--- src/rtl/cell_writer.sv ---
// Cell writer: segments ingress packets into fixed-size linked cells, writes each
// cell image to buffer memory and emits one descriptor per packet.
module cell_writer #(
  parameter int unsigned BLOCK_BYTES = 64,
  parameter int unsigned NUM_BLOCKS  = 4096,
  parameter int unsigned DATA_WIDTH  = 8,
  localparam int unsigned ADDR_W     = $clog2(NUM_BLOCKS),
  localparam int unsigned CELL_W     = BLOCK_BYTES * 8
) (
  input  logic                  clk,
  input  logic                  rst,
  input  logic [DATA_WIDTH-1:0] in_data,
  input  logic                  in_valid,
  input  logic                  in_last,
  output logic                  in_ready,
  output logic                  alloc_req,
  input  logic                  alloc_gnt,
  input  logic [ADDR_W-1:0]     alloc_idx,
  output logic                  mem_wr_en,
  output logic [ADDR_W-1:0]     mem_wr_addr,
  output logic [CELL_W-1:0]     mem_wr_data,
  output logic                  desc_valid,
  input  logic                  desc_ready,
  output logic [ADDR_W-1:0]     desc_head,
  output logic [15:0]           desc_len,
  output logic [ADDR_W-1:0]     desc_cells
);

  localparam int unsigned PAYLOAD_BYTES = BLOCK_BYTES - 2;
  localparam int unsigned PW            = PAYLOAD_BYTES * DATA_WIDTH;
  localparam int unsigned FW            = CELL_W - PW;
  localparam int unsigned CNT_W         = $clog2(PAYLOAD_BYTES + 1);
  localparam int unsigned OFF_W         = $clog2(PW);
  localparam logic [CNT_W-1:0] LAST_CNT = CNT_W'(PAYLOAD_BYTES - 1);

  typedef enum logic [2:0] {
    S_ALLOC = 3'd0,
    S_FILL  = 3'd1,
    S_LINK  = 3'd2,
    S_WRITE = 3'd3,
    S_DESC  = 3'd4
  } state_t;

  state_t             state;
  logic [ADDR_W-1:0]  cur_idx;
  logic [ADDR_W-1:0]  nxt_idx;
  logic [ADDR_W-1:0]  head;
  logic [15:0]        len;
  logic [ADDR_W-1:0]  cells;
  logic [CNT_W-1:0]   cnt;
  logic               eop;
  logic [PW-1:0]      payload;
  logic [PW-1:0]      payload_ins;
  logic [OFF_W-1:0]   bit_off;

  // Current payload with the incoming byte merged in at its slot.
  assign bit_off = OFF_W'(OFF_W'(cnt) * OFF_W'(DATA_WIDTH));

  always_comb begin
    payload_ins = payload;
    payload_ins[bit_off +: DATA_WIDTH] = in_data;
  end

  always_ff @(posedge clk or posedge rst) begin
    if (rst) begin
      state       <= S_ALLOC;
      in_ready    <= 1'b0;
      alloc_req   <= 1'b0;
      mem_wr_en   <= 1'b0;
      mem_wr_addr <= '0;
      mem_wr_data <= '0;
      desc_valid  <= 1'b0;
      desc_head   <= '0;
      desc_len    <= '0;
      desc_cells  <= '0;
      cur_idx     <= '0;
      nxt_idx     <= '0;
      head        <= '0;
      len         <= '0;
      cells       <= '0;
      cnt         <= '0;
      eop         <= 1'b0;
      payload     <= '0;
    end else begin
      mem_wr_en <= 1'b0;
      case (state)
        S_ALLOC: begin
          alloc_req <= 1'b1;
          // alloc_req is low only in the first cycle after reset; no grant is taken then.
          if (alloc_req && alloc_gnt) begin
            cur_idx   <= alloc_idx;
            head      <= alloc_idx;
            len       <= '0;
            cells     <= ADDR_W'(1);
            cnt       <= '0;
            payload   <= '0;
            alloc_req <= 1'b0;
            in_ready  <= 1'b1;
            state     <= S_FILL;
          end
        end
        S_FILL: begin
          if (in_valid && in_ready) begin
            payload <= payload_ins;
            cnt     <= cnt + CNT_W'(1);
            len     <= len + 16'd1;
            if (in_last) begin
              in_ready    <= 1'b0;
              eop         <= 1'b1;
              mem_wr_en   <= 1'b1;
              mem_wr_addr <= cur_idx;
              mem_wr_data <= {FW'({ADDR_W'(0), 1'b1, 3'b000}), payload_ins};
              state       <= S_WRITE;
            end else if (cnt == LAST_CNT) begin
              in_ready  <= 1'b0;
              alloc_req <= 1'b1;
              state     <= S_LINK;
            end
          end
        end
        S_LINK: begin
          if (alloc_gnt) begin
            nxt_idx     <= alloc_idx;
            cells       <= cells + ADDR_W'(1);
            alloc_req   <= 1'b0;
            eop         <= 1'b0;
            mem_wr_en   <= 1'b1;
            mem_wr_addr <= cur_idx;
            mem_wr_data <= {FW'({alloc_idx, 1'b0, 3'b000}), payload};
            state       <= S_WRITE;
          end
        end
        S_WRITE: begin
          if (eop) begin
            desc_valid <= 1'b1;
            desc_head  <= head;
            desc_len   <= len;
            desc_cells <= cells;
            state      <= S_DESC;
          end else begin
            cur_idx  <= nxt_idx;
            cnt      <= '0;
            payload  <= '0;
            in_ready <= 1'b1;
            state    <= S_FILL;
          end
        end
        S_DESC: begin
          if (desc_ready) begin
            desc_valid <= 1'b0;
            alloc_req  <= 1'b1;
            state      <= S_ALLOC;
          end
        end
        default: state <= S_ALLOC;
      endcase
    end
  end

endmodule

--- config.mk ---
export PLATFORM = sky130hd
export DESIGN_NAME = cell_writer
export DESIGN_NICKNAME = d
export VERILOG_FILES = /design/src/rtl/cell_writer.sv
export SDC_FILE = /design/constraint.sdc
export NUM_CORES = 2
export LEC_CHECK = 0
export CORE_MARGIN = 2
export CORE_UTILIZATION = 60
export CTS_BUF_LIST = sky130_fd_sc_hd__clkbuf_16
export CTS_CLUSTER_DIAMETER = 200
export DETAILED_ROUTE_END_ITERATION = 10
export DONT_BUFFER_PORTS = 1
export HOLD_SLACK_MARGIN = 0.1
export MAX_ROUTING_LAYER = met4
export PLACE_DENSITY = 0.85
export SLEW_MARGIN = 20
export SYNTH_ARGS = -nofsm -noshare
export SYNTH_HDL_FRONTEND = slang
export SYNTH_SLANG_ARGS = --single-unit
--- constraint.sdc ---
create_clock -name clk -period 55.8 [get_ports clk]
set_clock_uncertainty 0.15 [all_clocks]
set_input_delay 11.16 -clock clk [delete_from_list [all_inputs] [get_ports clk]]
set_output_delay 11.16 -clock clk [all_outputs]
set_load 0.01 [all_outputs]
# Word level (Yosys, flattened, before mapping)
# Index checks and enable logic that the tools add are counted.
[op_classes] n_eq_ne=15 reduce_logical=22 n_addsub=4 shifts=2 muxes=57
[op_table] operator="512-bit two-way mux" count=3
[op_table] operator="496-bit two-way mux" count=3
[op_table] operator="496-bit case mux with 3 select lines" count=1
[op_table] operator="512-bit case mux with 2 select lines" count=1
[op_table] operator="496-bit bitwise mux" count=1
[op_table] operator="8-bit by 11-bit variable shift with 496-bit output (first input constant)" count=1
[op_table] operator="8-bit by 11-bit indexed part select with 496-bit output" count=1
[op_table] operator="12-bit two-way mux" count=7
[op_table] operator="12-bit case mux with 2 select lines" count=3
[op_table] operator="16-bit two-way mux" count=2
[op_table] operator="16-bit case mux with 2 select lines" count=1
[op_table] operator="3-bit two-way mux" count=7
[op_table] operator="1-bit two-way mux" count=18
[op_table] operator="6-bit two-way mux" count=3
[op_table] operator="2-bit inequality test (second input constant)" count=9
[op_table] operator="6-bit case mux with 3 select lines" count=1
[op_table] operator="16-bit by 1-bit adder with 16-bit output (second input constant)" count=1
[op_table] operator="3-bit case mux with 5 select lines" count=1
[op_table] operator="12-bit by 1-bit adder with 12-bit output (second input constant)" count=1
[op_table] operator="3-bit AND reduction" count=4
[op_table] operator="9-bit negation with 11-bit output" count=1
[op_table] operator="5-bit AND reduction" count=2
[op_table] operator="2-bit nonzero test" count=5
[op_table] operator="4-bit AND reduction" count=2
[op_table] operator="other kinds (15)" count=21
[totals] elab_cells=118 ff_bits=1138 in_bits=26

# Depth between registers and ports, before layout
[depth] depth_word=6 mapped_depth=16

# Worst setup path after synthesis
# No wires, ideal clock.
[synth_path] kind="input to register" start="input port in_valid" end="register mem_wr_data[336]" required_time_ns=55.573 arrival_time_ns=12.665 path_slack_ns=42.907 cell_stages=9 cell_sequence="nand2_1 nor2_4 a21oi_2 buf_4 buf_4 buf_2 clkbuf_1 a31oi_1 a21oi_1"
[synth_between] elab_chain_len=3
[synth_lines] element="from (decl)" line="13" text="input logic in_valid,"
[synth_lines] element="1-bit logical AND" line="103" text="if (in_valid && in_ready) begin"
[synth_lines] element="2-bit inequality test (no line)"
[synth_lines] element="4-bit AND reduction (no line)"
[synth_lines] element="to (signal assigned)" line="112" text="mem_wr_data <= {FW'({ADDR_W'(0), 1'b1, 3'b000}), payload_ins};"
[synth_lines] element="to (signal assigned)" line="129" text="mem_wr_data <= {FW'({alloc_idx, 1'b0, 3'b000}), payload};"
[synth_lines] element="to (decl)" line="21" text="output logic [CELL_W-1:0] mem_wr_data,"
# No other way between the ends.
# A chain may end at the register's enable or synchronous reset.

# Final worst setup path
[layout_path] start="input port in_valid" end="register mem_wr_data[272]"
# The elaborated chain is that of the path after synthesis.

==> flow_metrics.py <==
metrics = {
    "detailed_routing": {
        "drtAntennaViolNets": 0,
        "avgRoutedWirePerCell_um": 30.1,
        "drc": 0,
        "drt-pass1-iter-count": 6,
        "vias_per_cell": 7.13,
        "routed_wl_mm": 162,
        "vias": 38300,
        "drt_iter0_drc": 4978,
    },
    "placed_design": {
        "place_congestion": 0.949,
        "dp_hpwl_mm": 105,
        "numPortBuffers": 0,
    },
    "sta": {
        "rsz0062_at_grt": "no",
        "drv_slew": 0,
        "tns_ns": 0,
        "maxSlewHeadroom_pct": 15.3,
        "fin_crit_sh_pct": 27.3,
        "hold_viol": 0,
        "fmax_mhz": 65.6,
        "worstMarginPinSlew_ns": 1.27,
        "setup-violations-final": 0,
        "fin_hold_ws_ns": 0.317,
        "period_minus_slack_ns": 15.25,
    },
    "synth": {
        "yosysTopAreaCellShare_pct": 57.6,
        "syn_area_um2": 49200,
        "ys_seq_area_share_pct": 57.6,
        "synth.top_cells.by_count": "dfrtp_1, nand2_1, a22o_1, o21ai_0",
        "synth_edf_count": 0,
        "ys_warn_count": 0,
        "ys_types": 92,
        "yosys-top-cells-area": "dfrtp_1, a22o_1, a221o_1",
        "synth_top_area_cell": "dfrtp_1",
        "netlist_instances": 4396,
        "synthArstFlopShare_pct": 100,
        "ys_ff_latch": 1134,
        "yosys_most_used_dff": "dfrtp_1",
        "avgSynthCellArea_um2": 11.2,
        "yosysMostFrequentCell": "dfrtp_1",
    },
    "worst_setup_path": {
        "crit_path_start_kind": "primary input",
        "cp_data_required_time_ns": 56.19,
        "arrival_ns": 15.64,
        "end_kind": "register",
        "cp_max_fo": 113,
        "crit_type": "primary input to register",
    },
    "pwr": {
        "pwr-share-seq_pct": 40.1,
        "ir_drop_v": 0.0000321,
        "p_sw_share_pct": 41.1,
        "clkPwrFrac_pct": 30.8,
        "internal_power_w": 0.00150,
        "p_leak_nw": 23.9,
        "combPwrFrac_pct": 29.2,
        "power_density_nw_per_um2": 47.9,
        "netSwitchingPower_w": 0.00105,
    },
    "hold_path": {
        "hold_path.class": "register to register",
    },
    "layout": {
        "fin_nets": 4232,
        "areaGrowthSynthToFinish_pct": 8.32,
        "drive_gt1_share_pct": 9.45,
        "antennaDiodeCount": 0,
        "fillers": 6043,
    },
    "floorplan": {
        "rows": 105,
        "die_y_um": 290,
        "dieArea_um2": 84400,
        "initial_core_util_pct": 60.3,
        "io_pins": 594,
        "core_um2": 81700,
        "fp.dieW_um": 290,
    },
    "run": {
        "maxCapViolCount": 0,
    },
    "cts": {
        "h-tree-depth": 3,
        "cts_setup_buffers": 0,
        "clock_path_buffers": 3,
        "postCtsResizedCells": 0,
        "cts_hold_buf": 0,
        "cts_tree": "yes",
        "cts_buffers": 112,
        "cts_root_buf": "clkbuf_16",
        "clkTransAtPathRegs_ns": 0.06,
        "cts.sinks": 1134,
        "clk_latency_ns": 0.70,
    },
    "grt": {
        "antenna_found_initial": 0,
        "grt_pass1_wl_mm": 244,
        "grt_max_degree": 162,
        "grt_pass1_vias": 37700,
        "grt_util_all_layers_pct": 38.9,
        "overflow": 0,
    },
    "status": {
        "outcome": "finished, final reports clean",
    },
}
## final timing paths
path                       slack [ns]  startpoint  depth (start not counted)          endpoint
max                             40.55    in_valid                          9  mem_wr_data[272]
max reg2reg                     50.07    state[2]                          9  mem_wr_data[272]
max in group asynchronous       41.40         rst                          5      payload[154]
min                              0.32  cur_idx[0]                          2    mem_wr_addr[0]
min in group asynchronous       10.34         rst                          1  mem_wr_data[130]
min reg2reg                      0.32  cur_idx[0]                          2    mem_wr_addr[0]
## worst max-delay path, stage by stage
cell	delay (ns)
nand2_1	0.26
nor2_4	0.18
a21oi_4	0.26
buf_4	0.55
buf_4	0.88
buf_4	0.84
buf_4	0.85
nor4_4	0.17
a221o_1	0.34
## layout make-up
| class | count | area, um2 | area share (%) |
|---|---|---|---|
| Clock buffer | 115 | 2880 | 5.39 |
| Clock inverter | 95 | 961 | 1.80 |
| Inverter | 14 | 67.6 | 0.127 |
| Multi-Input combinational cell | 2883 | 19300 | 36.2 |
| Sequential cell | 1134 | 28400 | 53.2 |
| Tap cell | 1070 | 1340 | 2.51 |
| Timing Repair Buffer | 55 | 437 | 0.819 |
## stage by stage
stage                     instances  utilization [%]  power, W  setup slack, ns  area (um2)
after floorplan                4398                -   0.00151            12.55       49300
after detailed placement       5156             60.6   0.00175            40.03       49500
final                          5366             65.3   0.00255            40.55       53300
after global placement         5156             60.6   0.00173            40.17       49500
after global routing           5366             65.3   0.00264            40.29       53300
after CTS                      5366             65.3   0.00253            40.74       53300
## routing by layer
layer	up-vias	GRT usage (%)	wire length, um
li1	16000	-	-
met5	-	-	0
met2	2488	57.8	74200
met4	0	20.6	9640
met1	19300	48.8	59600
met3	530	11.0	18300
## kinds of logic (layout without fill, tap and decap cells)
kind of cell    Yosys count  in the layout  synth area share, %
compound gates         1420           1420                 21.9
xor+xnor                 27             27                0.534
fa+ha+maj                 6              6                0.152
buf+inv                 381            279                 3.42
flops                  1134           1134                 57.6
mux                     186            186                 3.91
other cells               1              3              0.00761
simple gates           1241           1241                 12.5
## layout by cell type, fill, tap and decap left out, drive strengths merged, types with 55 or more instances in the layout
master	instances
o2bb2ai	72
mux2i	134
a21oi	114
nand3	160
and2	124
a22o	354
nor3	59
nand2	529
a31oi	109
o21ai	333
o211ai	101
dfrtp	1134
buf	55
a221o	208
nor2	238
clkbuf	115
## sequential cells by signal, indices dropped and copies added, names as in the netlist, 16 cells and up
| signal | count |
|---|---|
| payload | 496 |
| desc_len | 16 |
| mem_wr_data | 509 |
| len | 16 |
## power groups by stage
stage / sequential, W / combinational (W) / clock (W)
after floorplan: 0.000992 / 0.000520 / 0
final: 0.00102 / 0.000745 / 0.000785
after global routing: 0.00103 / 0.000792 / 0.000823
after CTS: 0.00102 / 0.000723 / 0.000789
after detailed placement: 0.00103 / 0.000718 / 0
after global placement: 0.00103 / 0.000700 / 0
No activity file was read; power rests on OpenSTA's default activity.
